==> src/rtl/led_pkg.sv <==
// led_pkg: shared mode/state encodings and default timing constants for the LED pattern engine.
package led_pkg;

   typedef enum logic [1:0] {
      MODE_ROT_L = 2'd0,
      MODE_ROT_R = 2'd1,
      MODE_PING  = 2'd2,
      MODE_FILL  = 2'd3
   } mode_e;

   typedef enum logic [1:0] {
      ST_IDLE  = 2'd0,
      ST_RUN   = 2'd1,
      ST_PAUSE = 2'd2
   } state_e;

   localparam int DEF_TICK_CNT = 100000000;
   localparam int DEF_DB_CNT   = 1000000;

endpackage

==> src/rtl/btn_debounce.sv <==
// btn_debounce: 2-FF synchroniser, DB_CNT-sample debouncer and one-cycle rising-edge press pulse.
module btn_debounce #(
   parameter int DB_CNT = 1000000
) (
   input  logic clk,
   input  logic rst,
   input  logic btn_in,
   output logic press
);

   localparam int CW = DB_CNT > 1 ? $clog2(DB_CNT) : 1;

   logic [1:0]    sync_q, sync_d;
   logic [CW-1:0] cnt_q, cnt_d;
   logic          db_q, db_d;
   logic          press_q, press_d;
   logic          flip;

   // cnt tracks how many consecutive synchronised samples disagree with the accepted level
   always_comb begin
      sync_d  = {sync_q[0], btn_in};
      flip    = sync_q[1] != db_q && cnt_q == CW'(DB_CNT - 1);
      cnt_d   = (sync_q[1] == db_q || flip) ? '0 : cnt_q + 1'b1;
      db_d    = flip ? sync_q[1] : db_q;
      press_d = db_d & ~db_q;
   end

   always_ff @(posedge clk or posedge rst) begin
      if (rst) begin
         sync_q  <= '0;
         cnt_q   <= '0;
         db_q    <= 1'b0;
         press_q <= 1'b0;
      end else begin
         sync_q  <= sync_d;
         cnt_q   <= cnt_d;
         db_q    <= db_d;
         press_q <= press_d;
      end
   end

   assign press = press_q;

endmodule

==> src/rtl/led_pattern_engine.sv <==
// led_pattern_engine: N-bit LED bank stepping through four patterns with debounced start/pause.
// Optional LED_PATTERN_SPEED_SEL_EN adds a speed port that divides the step period by 1/2/4/8.
module led_pattern_engine
   import led_pkg::*;
#(
   parameter int N_LEDS   = 8,
   parameter int TICK_CNT = DEF_TICK_CNT,
   parameter int DB_CNT   = DEF_DB_CNT
) (
   input  logic              clk,
   input  logic              rst,
   input  logic              button,
   input  logic [1:0]        mode,
`ifdef LED_PATTERN_SPEED_SEL_EN
   input  logic [1:0]        speed,
`endif
   output logic [N_LEDS-1:0] led,
   output logic              busy
);

   localparam int TW = $clog2(TICK_CNT);
   typedef logic [TW-1:0] tick_t;

   state_e            state_q, state_d;
   tick_t             tick_q, tick_d;
   logic [N_LEDS-1:0] led_q, led_d;
   mode_e             mode_q, mode_d;
   logic              dir_q, dir_d;
   logic [N_LEDS-1:0] nxt_led;
   logic              nxt_dir;
   mode_e             mode_in;
   tick_t             term;
   logic              step;
   logic              press;

   function automatic logic [N_LEDS-1:0] init_pat(mode_e m);
      return m == MODE_ROT_R ? {1'b1, {(N_LEDS-1){1'b0}}} : N_LEDS'(1);
   endfunction

   btn_debounce #(.DB_CNT(DB_CNT)) u_db (
      .clk    (clk),
      .rst    (rst),
      .btn_in (button),
      .press  (press)
   );

`ifdef LED_PATTERN_SPEED_SEL_EN
   tick_t term_q, term_d;

   function automatic tick_t last_tick(logic [1:0] s);
      int p;
      p = TICK_CNT >> s;
      return tick_t'((p > 1 ? p : 1) - 1);
   endfunction

   // speed is latched per step so a change never cuts short the step in flight
   always_comb term_d = (state_q == ST_IDLE || step) ? last_tick(speed) : term_q;

   always_ff @(posedge clk or posedge rst) begin
      if (rst) term_q <= tick_t'(TICK_CNT - 1);
      else     term_q <= term_d;
   end

   assign term = term_q;
`else
   assign term = tick_t'(TICK_CNT - 1);
`endif

   // dir_q = 1 means the ping-pong bit travels toward the MSB
   always_comb begin
      nxt_led = mode_q == MODE_ROT_L ? {led_q[N_LEDS-2:0], led_q[N_LEDS-1]} :
                mode_q == MODE_ROT_R ? {led_q[0], led_q[N_LEDS-1:1]} :
                mode_q == MODE_PING  ? (dir_q ? led_q << 1 : led_q >> 1) :
                led_q == '0          ? N_LEDS'(1) :
                {led_q[N_LEDS-2:0], led_q[0] & ~(&led_q)};
      nxt_dir = dir_q ? ~led_q[N_LEDS-2] : led_q[1];
   end

   always_comb begin
      mode_in = mode_e'(mode);
      step    = state_q == ST_RUN && tick_q == term;
      state_d = state_q;
      tick_d  = tick_q;
      led_d   = led_q;
      mode_d  = mode_q;
      dir_d   = dir_q;
      unique case (state_q)
         ST_IDLE: begin
            mode_d  = mode_in;
            led_d   = init_pat(mode_in);
            dir_d   = 1'b1;
            tick_d  = '0;
            state_d = press ? ST_RUN : ST_IDLE;
         end
         ST_RUN: begin
            tick_d = step ? '0 : tick_q + 1'b1;
            if (step) begin
               mode_d = mode_in;
               led_d  = mode_in != mode_q ? init_pat(mode_in) : nxt_led;
               dir_d  = mode_in != mode_q ? 1'b1 : nxt_dir;
            end
            state_d = press ? ST_PAUSE : ST_RUN;
         end
         ST_PAUSE: state_d = press ? ST_RUN : ST_PAUSE;
         default:  state_d = ST_IDLE;
      endcase
   end

   always_ff @(posedge clk or posedge rst) begin
      if (rst) begin
         state_q <= ST_IDLE;
         tick_q  <= '0;
         led_q   <= '1;
         mode_q  <= MODE_ROT_L;
         dir_q   <= 1'b1;
      end else begin
         state_q <= state_d;
         tick_q  <= tick_d;
         led_q   <= led_d;
         mode_q  <= mode_d;
         dir_q   <= dir_d;
      end
   end

   assign led  = led_q;
   assign busy = state_q == ST_RUN;

endmodule

==> config.mk <==
export PLATFORM = sky130hd
export DESIGN_NAME = led_pattern_engine
export DESIGN_NICKNAME = d
export VERILOG_FILES = /design/src/rtl/led_pkg.sv /design/src/rtl/btn_debounce.sv /design/src/rtl/led_pattern_engine.sv
export SDC_FILE = /design/constraint.sdc
export NUM_CORES = 1
export LEC_CHECK = 0
export CAP_MARGIN = 20
export CORE_ASPECT_RATIO = 0.9
export CORE_UTILIZATION = 53
export DETAILED_ROUTE_END_ITERATION = 7
export DONT_BUFFER_PORTS = 1
export PLACE_DENSITY = 0.74
export SLEW_MARGIN = 25
export SYNTH_ARGS = -nofsm -noshare
export SYNTH_HDL_FRONTEND = slang
export SYNTH_HIERARCHICAL = 1
export SYNTH_SLANG_ARGS = --single-unit
==> constraint.sdc <==
create_clock -name clk -period 2.52 [get_ports clk]
set_input_delay 0.252 -clock clk [delete_from_list [all_inputs] [get_ports clk]]
set_output_delay 0.252 -clock clk [all_outputs]
set_load 0.005 [all_outputs]
==> results of run 1 <==
==> final cells by class <==
class | instances | area share [%]
sequential | 64 | 43.7
clock buffer | 13 | 4.03
timing repair buffer | 10 | 2.17
clock inverter | 3 | 1.76
multi-input combinational | 249 | 44.5
inverter | 9 | 0.915
tap | 87 | 2.95
==> placed cells by master (no fill, tap or decap), types with 6 or more instances in the layout <==
master,instances
nand4_1,11
a21oi_1,12
xor2_1,17
or4_1,7
clkbuf_8,10
o2bb2ai_1,6
o21ai_0,9
dfrtp_1,55
buf_4,8
nand3_1,20
nor4_1,7
nand2_1,21
mux2i_1,10
nor3_1,7
xnor2_1,15
inv_1,9
or3_1,7
nor2_1,42
dfstp_2,9
==> metrics by stage <==
step	util, %	hold WS (ns)	power (mW)
final	60.4	-0.0211	2.07
after CTS	60.4	0.0108	2.09
after global placement	56.6	0.284	1.12
after global routing	60.4	0.0458	2.14
after floorplan	-	0.267	1.11
after detailed placement	56.6	0.284	1.12
==> sequential cells by signal, summed over array words and instances, names as in the netlist <==
name	flops
tick_q	27
u_db/cnt_q	20
led	8
mode_q	2
state_q	2
u_db/sync_q	2
dir_q	1
u_db/db_q	1
u_db/press	1
==> worst max-delay path: stages (launching register included) <==
cell and delay [ns]:
dfrtp_1 0.41, or4_1 0.51, or4_4 0.51, or4_4 0.55, mux2_4 0.31
==> what timing repair did <==
action                                 4_1_cts  5_1_grt
hold buffers                                 2        0
endpoints found under the hold margin       32        0
setup buffers                                0        0
==> kinds of logic after synthesis <==
family,Yosys count
xor gates and xnor gates,32
muxes,15
and+or+nand+nor,154
AOI/OAI and AO/OA,46
DFF,64
buffers and inverters,15
adders and majority gates,2
==> power by group through the flow <==
stage	Combinational [mW]	Clock [mW]	Sequential [mW]
floorplan	0.0436	0	1.07
global placement	0.0545	0	1.07
detailed placement	0.0554	0	1.07
CTS	0.0582	0.985	1.05
global route	0.0647	1.02	1.05
finish	0.0560	0.967	1.05
==> path summary, 6_finish.rpt <==
path                                  endpoint  slack [ns]
worst max-delay path                 u_db/db_q        0.11
worst min-delay path            u_db/cnt_q[10]       -0.02
worst max register to register       u_db/db_q        0.11
worst min register to register  u_db/sync_q[1]        0.35
max in group asynchronous               led[2]        1.68
min in group clk                     mode_q[1]        0.06
==> layer usage <==
metal,global-route usage (%),part of all wire (%)
met2,34.0,50
met4,7.33,1.6
met3,7.02,4.2
met1,25.7,44
met5,0,0
==> flow_summary.toml, run 1 <==
[floorplan]
ios = 14
rows = 27
core_um2 = 6110
die_y_um = 77.3
start_util_pct = 54.7
die_x_um = 85.7
dieArea_um2 = 6630

[timing]
setup_slack_ns = 0.113
hold_slack_ns = -0.0211
worst_pin_slew_ns = 0.893
setup_tns_ns = 0
max_freq_mhz = 416
maxSlewViolCount = 0
setup_viol = 0
finalHoldViolations = 24
min_period_ns = 2.41
rsz0062_at_grt = "false"
slew_headroom_pct = 40.4
post-route-period-util_pct = 95.5
fin_skew_ns = 0.00753

[synth]
synth_top_family_by_area = "simple AND/OR/NAND/NOR gates"
synth-edff-count = 0
synth_common_cells = "55 x dfrtp_1, 42 x nor2_1, 21 x nand2_1"
yosys.area_share.simple_pct = 25.1
yosysSeqAreaShare_pct = 48.2
synthXorXnorAreaFrac_pct = 8.38
muxShareOfSynthArea_pct = 4.79
yosysMostFrequentCell = "dfrtp_1"
avgSynthCellArea_um2 = 10.2
synth_cells = 328
synthesis.area_um2 = 3340
synth_cell_types = 52
ys_ff_latch = 64
async_flop_share_pct = 100
synth.area.top_cells = "dfrtp_1 41%, dfstp_2 7.1%, nor2_1 4.7%"
syn-num-nets = 335
synth_warnings = 6
synth_fa_ha_area_share_pct = 0.749
synth_compound_area_share_pct = 10.1
post-synth-top-area-cell = "dfrtp_1"
synth_top_area_share_pct = 41.2
synthFlopType = "dfrtp_1"

[placement]
gp_congestion = 0.864
dpl_worst_slack_ns = 0.116
portBuffers = 0
hpwl_mm = 4.39
placedCellCount = 417
postPlaceCellArea_um2 = 3460

[cts]
clock-sinks = 64
htreeDepth = 3
cts_buffer_depth = 2
cts_tree = "built"
path_clk_slew_ns = 0.07
worstSkewPairLatency_ns = 0.35
clockRootBuffer = "clkbuf_8"
cts-buffers-inserted = 9
post_cts_resized = 0

[worst_setup_path]
startpoint_type = "register"
required_ns = 2.76
r2r_cells = 4
worst_ep_arrival_time_ns = 2.65
cp-end-kind = "register"
r2r_start = "u_db/cnt_q[11]"
cp-startpoint = "u_db/cnt_q[11]"
cp_max_fo = 4
path_class = "register to register"

[final_layout]
multiInputGateArea_um2 = 1640
drive_gt1_share_pct = 12.9
fin_cells = 435
fillerInstances = 483
nets = 350
register_area_um2 = 1610
antenna_cells = 0
stdcell_area_um2 = 3690
area_delta_synth_final_pct = 10.5

[power]
cellInternalPower_mw = 1.64
power_density_nw_per_um2 = 561
leakage_nw = 1.51
p_sw_mw = 0.431
seqPwrFrac_pct = 50.7
peakVddDrop_mv = 0.371
swShare_pct = 20.8
combPwrFrac_pct = 2.7
pwr-share-clk_pct = 46.6

[drt]
drt-initial-drc-count = 150
drc = 0
wl_mm = 6.49
ant_nets = 0
via_per_inst = 5.76
drt-wirelength-per-cell_um = 14.9
vias = 2507
dr.pass1.iters = 4

[grt]
grt_usage_pct = 20.8
antenna_found_initial = 0
grt_first_pass_wirelength_mm = 10.7
grt-ovfl-total = 0
grt_max_degree = 41
grt_pass1_vias = 2391

[worst_hold_path]
hold_class = "input port to async pin"

[status]
failed_checks = "hold timing"
status = "finished with violations"

[job]
max_cap_viol_count = 0
(Power assumes the default switching activity.)
==> inputs of run 2 (changes only) <==
--- a/config.mk
+++ b/config.mk
@@ -5,7 +5,7 @@
 export SDC_FILE = /design/constraint.sdc
 export NUM_CORES = 1
 export LEC_CHECK = 0
-export CAP_MARGIN = 20
+export ABC_AREA = 1
 export CORE_ASPECT_RATIO = 0.9
 export CORE_UTILIZATION = 53
 export DETAILED_ROUTE_END_ITERATION = 7
==> flow_summary.toml, run 2 <==
[power]
seqPwrFrac_pct = 49.1
cellInternalPower_mw = 1.64
leakage_nw = 1.84
pwr-share-clk_pct = 48.0
p_sw_mw = 0.494
power_mw = 2.13
combPwrFrac_pct = 2.9
peakVddDrop_mv = 0.385
swShare_pct = 23.1
power_density_nw_per_um2 = 505

[worst_setup_path]
path_class = "register to register"
r2r_start = "tick_q[0]"
cp_max_fo = 20
worst_ep_arrival_time_ns = 2.25
worstSetupEndpoint = "dir_q"
cp-startpoint = "tick_q[0]"
required_ns = 2.80
rr_endpoint = "dir_q"
startpoint_type = "register"
rrSetupSlack_ns = 0.55
r2r_cells = 9
cp-end-kind = "register"

[cts]
post_cts_resized = 0
cts_hold_buffers = 2
clockRootBuffer = "clkbuf_8"
cts_tree = "built"
clock-sinks = 64
postCtsSetupBuffers = 0
worstSkewPairLatency_ns = 0.36
htreeDepth = 3
cts-buffers-inserted = 9
path_clk_slew_ns = 0.08
cts_buffer_depth = 2

[final_layout]
final_common_cell = "nand2_1"
area_delta_synth_final_pct = 8.41
multiInputGateArea_um2 = 1960
register_area_um2 = 1610
antenna_cells = 0
largest_register_ffs = 27
regMostFlops = "tick_q"
nets = 577
drive_gt1_share_pct = 9.04
fillerInstances = 661
most-common-layout-cells = "167 x nand2_1, 100 x nor2_1, 65 x inv_1"

[job]
max_cap_viol_count = 0

[grt]
grt-ovfl-total = 0
gr-usage-met1_pct = 37.1
grt_usage_pct = 25.9
grt_pass1_vias = 3254
met3_usage_pct = 7.23
grt_first_pass_wirelength_mm = 15.5
grtUsageMet2_pct = 38.9
antenna_found_initial = 0
busiest_layer = "met2"
grt_max_degree = 41

[timing]
setup_tns_ns = 0
maxSlewViolCount = 0
rsz0062_at_grt = "false"
fin_skew_ns = 0.00801
hold_slack_ns = 0.0193
worst_pin_slew_ns = 0.860
post-route-period-util_pct = 78.2
setup_viol = 0
min_period_ns = 1.97
slew_headroom_pct = 42.3
max_freq_mhz = 507
finalHoldViolations = 0

[synth]
synthFlopType = "dfrtp_1"
post-synth-top-area-cell = "dfrtp_1"
avgSynthCellArea_um2 = 6.93
synth-edff-count = 0
synth_cell_types = 32
synth_cells = 563
synthesis.area_um2 = 3900
synth_warnings = 6
synth.area.top_cells = "dfrtp_1 35%, nand2_1 16%, nor2_1 9.6%"
ys_ff_latch = 64
synth_common_cells = "167 x nand2_1, 100 x nor2_1, 66 x inv_1"
yosysSeqAreaShare_pct = 41.4
async_flop_share_pct = 100
synth_top_area_share_pct = 35.3
syn-num-nets = 570
yosysMostFrequentCell = "nand2_1"

[floorplan]
dieArea_um2 = 7710
rows = 29
die_x_um = 92.4
core_um2 = 7080
ios = 14
die_y_um = 83.4
start_util_pct = 55.1

[worst_hold_path]
hold_start = "mode[1]"
hold_class = "input port to register"

[drt]
drt-initial-drc-count = 318
drt-wirelength-per-cell_um = 13.7
wl_mm = 9.14
dr.pass1.iters = 6
vias = 3613
ant_nets = 0
via_per_inst = 5.41
drc = 0

[status]
status = "finished, final reports clean"

[placement]
portBuffers = 0
gp_congestion = 0.947
hpwl_mm = 6.55
[run 2: power groups by stage]
stage,clock (mW),sequential [mW],combinational (mW)
floorplan,0,1.06,0.0453
finish,1.02,1.05,0.0613
CTS,1.05,1.05,0.0611
detailed placement,0,1.07,0.0582
global route,1.10,1.05,0.0713
global placement,0,1.07,0.0566
[run 2: worst max-delay path, stage by stage (launching register included)]
cell and delay (ns):
dfrtp_1 0.38, ha_1 0.21, nand2_2 0.09, nor2_2 0.12, nand3_2 0.13, nor2_2 0.16
nand3_2 0.22, nand2_2 0.38, nand2_1 0.10, o21ai_0 0.09
[run 2: cell type report]
cell class | count | area share, %
Tap cell | 93 | 2.75
Multi-Input combinational cell | 420 | 46.4
Clock buffer | 10 | 3.26
Sequential cell | 64 | 38.1
Inverter | 70 | 6.21
Timing Repair Buffer | 5 | 1.07
Clock inverter | 6 | 2.19
[run 2: metrics by stage]
| stage | utilization [%] | instances | area (µm²) | worst slack (ns) |
|---|---|---|---|---|
| 2_1_floorplan | - | 563 | 3900 | 1.09 |
| 3_3_place_gp | 56.1 | 649 | 3970 | 0.678 |
| 3_5_place_dp | 56.1 | 649 | 3970 | 0.572 |
| 4_1_cts | 59.6 | 667 | 4220 | 0.569 |
| 5_1_grt | 59.8 | 668 | 4230 | 0.353 |
| 6_report | 59.8 | 668 | 4230 | 0.549 |
[run 2: worst min-delay path by stage]
| stage | cells past startpoint | slack [ns] | end |
|---|---|---|---|
| after floorplan | 1 | 0.27 | u_db/cnt_q[0] |
| after global placement | 0 | 0.28 | u_db/sync_q[0] |
| after detailed placement | 0 | 0.28 | u_db/sync_q[0] |
| after CTS | 2 | 0.01 | mode_q[1] |
| after global routing | 2 | 0.009 | mode_q[1] |
| final | 2 | 0.02 | mode_q[1] |
[run 2: cell families after synthesis]
kind of cell	after synthesis	share of synthesized area, %
flops	64	41.4
compound gates	33	4.46
fa+ha+maj	2	0.642
xor+xnor	18	4.04
buf+inv	79	8.37
simple gates	367	41.1
[run 2: layer usage]
layer  up-vias  routed length [µm]
li1       1781                   -
met1      1695                4370
met2       123                4100
met3        14                 564
met4         0                 108
met5         -                   0
